File: src/rtl/mem_stage.sv
`timescale 1ns/1ps
// mem_stage: memory-access pipeline stage between EXE and WB with response buffering and flush absorb.
// Optional load-wait performance counter enabled by defining MEM_PERF_CNT_EN.
module mem_stage #(
  parameter int BUS_W = 70
) (
  input  logic             i_clk,
  input  logic             i_reset,
  input  logic             i_exe_to_mem_valid,
  output logic             o_mem_allow_in,
  input  logic [31:0]      i_exe_pc,
  input  logic [31:0]      i_exe_inst,
  input  logic [31:0]      i_exe_result,
  input  logic             i_exe_gr_we,
  input  logic             i_exe_res_from_mem,
  input  logic             i_exe_mem_we,
  input  logic             i_exe_ls_cancel,
  input  logic             i_exe_ex,
  input  logic [4:0]       i_exe_dest,
  input  logic             i_data_sram_data_ok,
  input  logic [31:0]      i_data_sram_rdata,
  input  logic             i_wb_ex,
  input  logic             i_ertn_flush,
  output logic             o_mem_to_wb_valid,
  input  logic             i_wb_allow_in,
  output logic [BUS_W-1:0] o_mem_to_wb_bus,
  output logic [38:0]      o_mem_wr_bus,
  output logic [31:0]      o_perf_ld_wait
);

  typedef enum logic [2:0] {LD_W, LD_B, LD_BU, LD_H, LD_HU} ld_op_e;

  localparam int FULL_W = 71;

  logic        r_valid;
  logic [31:0] r_pc;
  logic [9:0]  r_op;
  logic [31:0] r_result;
  logic        r_gr_we;
  logic        r_res_from_mem;
  logic        r_mem_we;
  logic        r_ls_cancel;
  logic        r_ex;
  logic [4:0]  r_dest;
  logic        r_resp_got;
  logic [31:0] r_rdata_buf;
  logic        r_drop_pend;
  logic        r_flush_seen;

  logic              w_flush;
  logic              w_wait_resp;
  logic              w_ready_go;
  logic              w_allow_in;
  logic              w_accept;
  logic              w_load_pending;
  ld_op_e            w_ld_op;
  logic [31:0]       w_raw;
  logic [7:0]        w_byte;
  logic [15:0]       w_half;
  logic [31:0]       w_ld_val;
  logic [31:0]       w_final;
  logic [FULL_W-1:0] w_bus_full;
  logic              w_unused;

  assign w_flush        = i_wb_ex | i_ertn_flush;
  assign w_wait_resp    = r_valid & (r_res_from_mem | r_mem_we) & ~r_ls_cancel;
  assign w_ready_go     = ~w_wait_resp | r_resp_got | i_data_sram_data_ok;
  assign w_allow_in     = (~r_valid | (w_ready_go & i_wb_allow_in)) & ~r_drop_pend;
  assign w_accept       = i_exe_to_mem_valid & w_allow_in;
  assign w_load_pending = r_valid & r_res_from_mem & ~w_ready_go;
  assign w_unused       = ^i_exe_inst[21:0];

  always_ff @(posedge i_clk) begin
    if (i_reset) begin
      r_valid        <= 1'b0;
      r_pc           <= 32'd0;
      r_op           <= 10'd0;
      r_result       <= 32'd0;
      r_gr_we        <= 1'b0;
      r_res_from_mem <= 1'b0;
      r_mem_we       <= 1'b0;
      r_ls_cancel    <= 1'b0;
      r_ex           <= 1'b0;
      r_dest         <= 5'd0;
    end else begin
      if (w_allow_in)
        r_valid <= i_exe_to_mem_valid;
      if (w_accept) begin
        r_pc           <= i_exe_pc;
        r_op           <= i_exe_inst[31:22];
        r_result       <= i_exe_result;
        r_gr_we        <= i_exe_gr_we;
        r_res_from_mem <= i_exe_res_from_mem;
        r_mem_we       <= i_exe_mem_we;
        r_ls_cancel    <= i_exe_ls_cancel;
        r_ex           <= i_exe_ex;
        r_dest         <= i_exe_dest;
      end
    end
  end

  // The buffer only takes the first response of an entry, so stalled data stays stable.
  always_ff @(posedge i_clk) begin
    if (i_reset) begin
      r_resp_got  <= 1'b0;
      r_rdata_buf <= 32'd0;
    end else begin
      if (w_allow_in)
        r_resp_got <= 1'b0;
      else if (w_wait_resp & i_data_sram_data_ok)
        r_resp_got <= 1'b1;
      if (w_wait_resp & i_data_sram_data_ok & ~r_resp_got)
        r_rdata_buf <= i_data_sram_rdata;
    end
  end

  // A flush with the response still outstanding must hold the stage until that response drains.
  always_ff @(posedge i_clk) begin
    if (i_reset) begin
      r_drop_pend  <= 1'b0;
      r_flush_seen <= 1'b0;
    end else begin
      if (r_drop_pend) begin
        if (i_data_sram_data_ok)
          r_drop_pend <= 1'b0;
      end else if (w_flush & w_wait_resp & ~r_resp_got & ~i_data_sram_data_ok) begin
        r_drop_pend <= 1'b1;
      end
      if (w_flush)
        r_flush_seen <= 1'b1;
      else if (w_accept)
        r_flush_seen <= 1'b0;
    end
  end

  always_comb begin
    case (r_op)
      10'h0A0: w_ld_op = LD_B;
      10'h0A1: w_ld_op = LD_H;
      10'h0A8: w_ld_op = LD_BU;
      10'h0A9: w_ld_op = LD_HU;
      default: w_ld_op = LD_W;
    endcase
  end

  always_comb begin
    w_raw = r_resp_got ? r_rdata_buf : i_data_sram_rdata;
    case (r_result[1:0])
      2'd0:    w_byte = w_raw[7:0];
      2'd1:    w_byte = w_raw[15:8];
      2'd2:    w_byte = w_raw[23:16];
      default: w_byte = w_raw[31:24];
    endcase
    w_half = r_result[1] ? w_raw[31:16] : w_raw[15:0];
    case (w_ld_op)
      LD_B:    w_ld_val = {{24{w_byte[7]}}, w_byte};
      LD_BU:   w_ld_val = {24'd0, w_byte};
      LD_H:    w_ld_val = {{16{w_half[15]}}, w_half};
      LD_HU:   w_ld_val = {16'd0, w_half};
      default: w_ld_val = w_raw;
    endcase
    w_final = r_res_from_mem ? w_ld_val : r_result;
  end

  // Fields pack from the LSB up; a BUS_W narrower than 71 drops the top field (ex) first.
  assign w_bus_full        = {r_ex, r_gr_we, r_dest, w_final, r_pc};
  assign o_mem_to_wb_bus   = BUS_W'(w_bus_full);
  assign o_mem_allow_in    = w_allow_in;
  assign o_mem_to_wb_valid = r_valid & w_ready_go & ~r_flush_seen;
  assign o_mem_wr_bus      = {r_valid & r_gr_we, w_load_pending, r_dest, w_final};

`ifdef MEM_PERF_CNT_EN
  logic [31:0] r_perf_ld_wait;

  always_ff @(posedge i_clk) begin
    if (i_reset)
      r_perf_ld_wait <= 32'd0;
    else if (w_load_pending)
      r_perf_ld_wait <= r_perf_ld_wait + 32'd1;
  end

  assign o_perf_ld_wait = r_perf_ld_wait;
`else
  assign o_perf_ld_wait = 32'd0;
`endif

endmodule
File: config.mk
export PLATFORM = sky130hd
export DESIGN_NAME = mem_stage
export DESIGN_NICKNAME = d
export VERILOG_FILES = /design/src/rtl/mem_stage.sv
export SDC_FILE = /design/constraint.sdc
export NUM_CORES = 1
export LEC_CHECK = 0
export ABC_AREA = 1
export CORE_UTILIZATION = 35
export CTS_BUF_LIST = sky130_fd_sc_hd__clkbuf_8
export CTS_CLUSTER_DIAMETER = 150
export CTS_CLUSTER_SIZE = 10
export DETAILED_ROUTE_END_ITERATION = 8
export GPL_ROUTABILITY_DRIVEN = 0
export PLACE_DENSITY = 0.67
export SLEW_MARGIN = 40
export SYNTH_ARGS = -nofsm -noshare
export SYNTH_HDL_FRONTEND = slang
export SYNTH_SLANG_ARGS = --single-unit
File: constraint.sdc
create_clock -name i_clk -period 4.6 [get_ports i_clk]
set_clock_uncertainty 0.15 [all_clocks]
set_input_delay 0.92 -clock i_clk [delete_from_list [all_inputs] [get_ports i_clk]]
set_output_delay 0.92 -clock i_clk [all_outputs]
set_load 0.02 [all_outputs]
==> flow_metrics.py <==
metrics = {
    "logic_synthesis": {
        "seq_area_frac_synth_pct": 33.9,
        "synth_flop_cell": "dfxtp_1",
        "netlist_instances": 1187,
        "ys_warn_count": 0,
        "synth_area_per_cell_um2": 5.92,
        "ys_ff_latch": 119,
        "async_reset_ff_share_pct": 0,
        "netlist_area_um2": 7020,
        "synth_enable_flop_cells": 0,
        "synth_cell_types": 24,
    },
    "timing": {
        "hold_viol_final": 0,
        "post-route-min-period_ps": 4190,
        "setup_viol": 0,
        "tns_ps": 0,
        "slew_headroom_pct": 44.0,
        "worstMarginPinSlew_ps": 839,
        "slew_viol_final": 0,
        "fmax_ghz": 0.239,
        "rsz0062_at_grt": "false",
        "finalCritPeriodShare_pct": 91.0,
    },
    "global_route": {
        "grt_start_max_net_pins": 69,
        "grtUsageTotal_pct": 20.5,
        "overflow": 0,
        "grt_pass1_vias": 6347,
        "antenna_found_initial": 2,
        "grt_pass1_wl_um": 32300,
    },
    "route": {
        "wl_per_cell_um": 12.8,
        "vias": 7214,
        "postRouteAntennaNets": 0,
        "drt_iter0_drc": 407,
        "drc": 0,
        "routed_wl_um": 20900,
        "drt_pre_antenna_iters": 4,
        "via_per_inst": 4.42,
    },
    "clock_network": {
        "path_clk_slew_ps": 70,
        "ctsHoldBuffers": 0,
        "post_cts_buffers": 0,
        "clkLatencyLatePin_ps": 450,
        "cts-htree-levels": 4,
        "cts_buffers": 17,
        "clk_path_buf_depth": 2,
        "cts-resized-gates": 0,
        "clockRootBuffer": "clkbuf_8",
        "cts_tree": "yes",
        "cts_num_sinks": 119,
    },
    "critical_path": {
        "worstPathMaxFanout": 8,
        "path_buf_inv": 2,
        "crit_family": "simple AND/OR/NAND/NOR gates",
        "required_ps": 3530,
        "slowest_stage": "clkdlybuf4s50_1",
        "end_kind": "output pin",
        "cp_slowest_stage_delay_ps": 610,
        "critPathKind": "in -> out",
        "cp_cell_sequence": "clkdlybuf4s50_1 > nand2_1 > nand3_1 > nand3_1 > nand2_1 > nand2_1 > nand3_1 > nand2_1 > nand2_1 > clkdlybuf4s50_1",
        "start_kind": "primary input",
        "critical_path.most_common_cell": "nand2_1",
        "critPathArrivalTime_ps": 3120,
    },
    "finish": {
        "stdcell_count": 1631,
        "mostFrequentLayoutCell": "nand2_1",
        "syn_to_final_growth_pct": 34.9,
        "fin_nets": 1497,
        "drive_gt1_share_pct": 4.33,
        "final_cell_mix": "nand2_1 (452), clkdlybuf4s50_1 (232), nor2_1 (225), dfxtp_1 (119), inv_1 (111)",
        "fillers": 2049,
        "fin_util_pct": 48.4,
        "final_cell_area_um2": 9470,
    },
    "floorplan": {
        "ios": 288,
        "dieArea_um2": 20600,
        "initial_utilization_pct": 35.8,
        "die_h_um": 144,
        "num_rows": 51,
        "design.core.area_um2": 19600,
        "die_x_um": 144,
    },
    "flow_run": {
        "drv_cap": 0,
    },
    "worst_hold_path": {
        "hold_class": "reg -> reg",
    },
    "power_and_ir_drop": {
        "power_uw": 2980,
        "power_density_nw_per_um2": 315,
        "peakVddDrop_v": 0.000273,
        "p_leak_uw": 0.00469,
    },
    "place": {
        "hpwl_um": 15100,
        "place_inst": 1598,
        "place_area_um2": 9060,
        "portBuffers": 232,
    },
    "status": {
        "status": "completed",
    },
}
-- kinds of logic (layout without fill, tap and decap cells) --
family,Yosys count,after routing,synth area share [%]
and+or+nand+nor,738,738,41.0
buffers and inverters,246,392,18.5
DFF,119,119,33.9
AOI/OAI and AO/OA,83,83,6.47
other,1,34,0.0534
-- routing by layer --
layer / part of all wire (%) / vias up / wire (µm) / global-route usage, %
met5: 0 / - / 0 / 0
met4: 2.4 / 0 / 511 / 8.29
met3: 8.4 / 28 / 1750 / 6.76
met2: 46 / 253 / 9590 / 32.7
met1: 43 / 3155 / 9100 / 25.4
li1: - / 3778 / - / -
-- synth_stat cells (3+ instances only) --
library cell,number,area (µm²)
nand2_1,452,1700
nor2_1,226,848
dfxtp_1,119,2380
inv_1,112,420
buf_4,79,593
nand3_1,48,240
a21oi_1,41,205
o21ai_0,30,150
clkbuf_1,25,93.8
buf_2,18,90.1
a21o_1,9,67.6
buf_6,8,90.1
buf_1,3,11.3
nor2_4,3,33.8
-- flip-flops by register name (all words and copies together) (netlist names) --
signal / flops
r_dest: 5
r_drop_pend: 1
r_flush_seen: 1
r_gr_we: 1
r_ls_cancel: 1
r_mem_we: 1
r_op: 10
r_pc: 32
r_rdata_buf: 32
r_res_from_mem: 1
r_resp_got: 1
r_result: 32
r_valid: 1
-- worst reg2reg max path, stage by stage (launching register included) --
cell,delay (ps)
dfxtp_1,500
nor2_4,200
nor2_4,60
nand3_2,80
nand2_1,60
nand2_1,110
nand3_4,570
buf_12,480
nor2_1,240
nor2_1,90
-- path summary, 6_finish.rpt --
| path | cells after the start | start | to | slack (ps) |
|---|---|---|---|---|
| max | 10 | i_data_sram_rdata[23] | o_mem_wr_bus[15] | 410 |
| min reg2reg | 2 | r_rdata_buf[16]$_SDFFE_PP0P_ | r_rdata_buf[16]$_SDFFE_PP0P_ | 300 |
| min | 2 | r_rdata_buf[16]$_SDFFE_PP0P_ | r_rdata_buf[16]$_SDFFE_PP0P_ | 300 |
| max reg2reg | 9 | r_res_from_mem$_SDFFE_PP0P_ | r_pc[12]$_SDFFE_PP0P_ | 1950 |
-- metrics by stage --
stage	setup WS [ps]	hold WS (ps)
2_1_floorplan	1460	275
3_3_place_gp	426	285
3_5_place_dp	428	291
4_1_cts	418	302
5_1_grt	264	320
6_report	412	305
-- layout make-up --
type	instances	area, µm²	area share (%)
antenna	2	5.00	0.0528
clock buffer	17	234	2.47
clock inverter	14	178	1.88
inverter	113	424	4.48
multi-input combinational	853	3460	36.6
sequential	119	2380	25.1
tap	265	332	3.50
timing repair buffer	248	2450	25.9
-- power breakdown --
| group | total, µW | switching (µW) | internal, µW |
|---|---|---|---|
| logic | 839 | 467 | 372 |
| registers | 1140 | 37.5 | 1100 |
| clock network | 1010 | 468 | 538 |
| total | 2980 | 972 | 2010 |
Note: power is estimated with default switching activity, not from simulation.
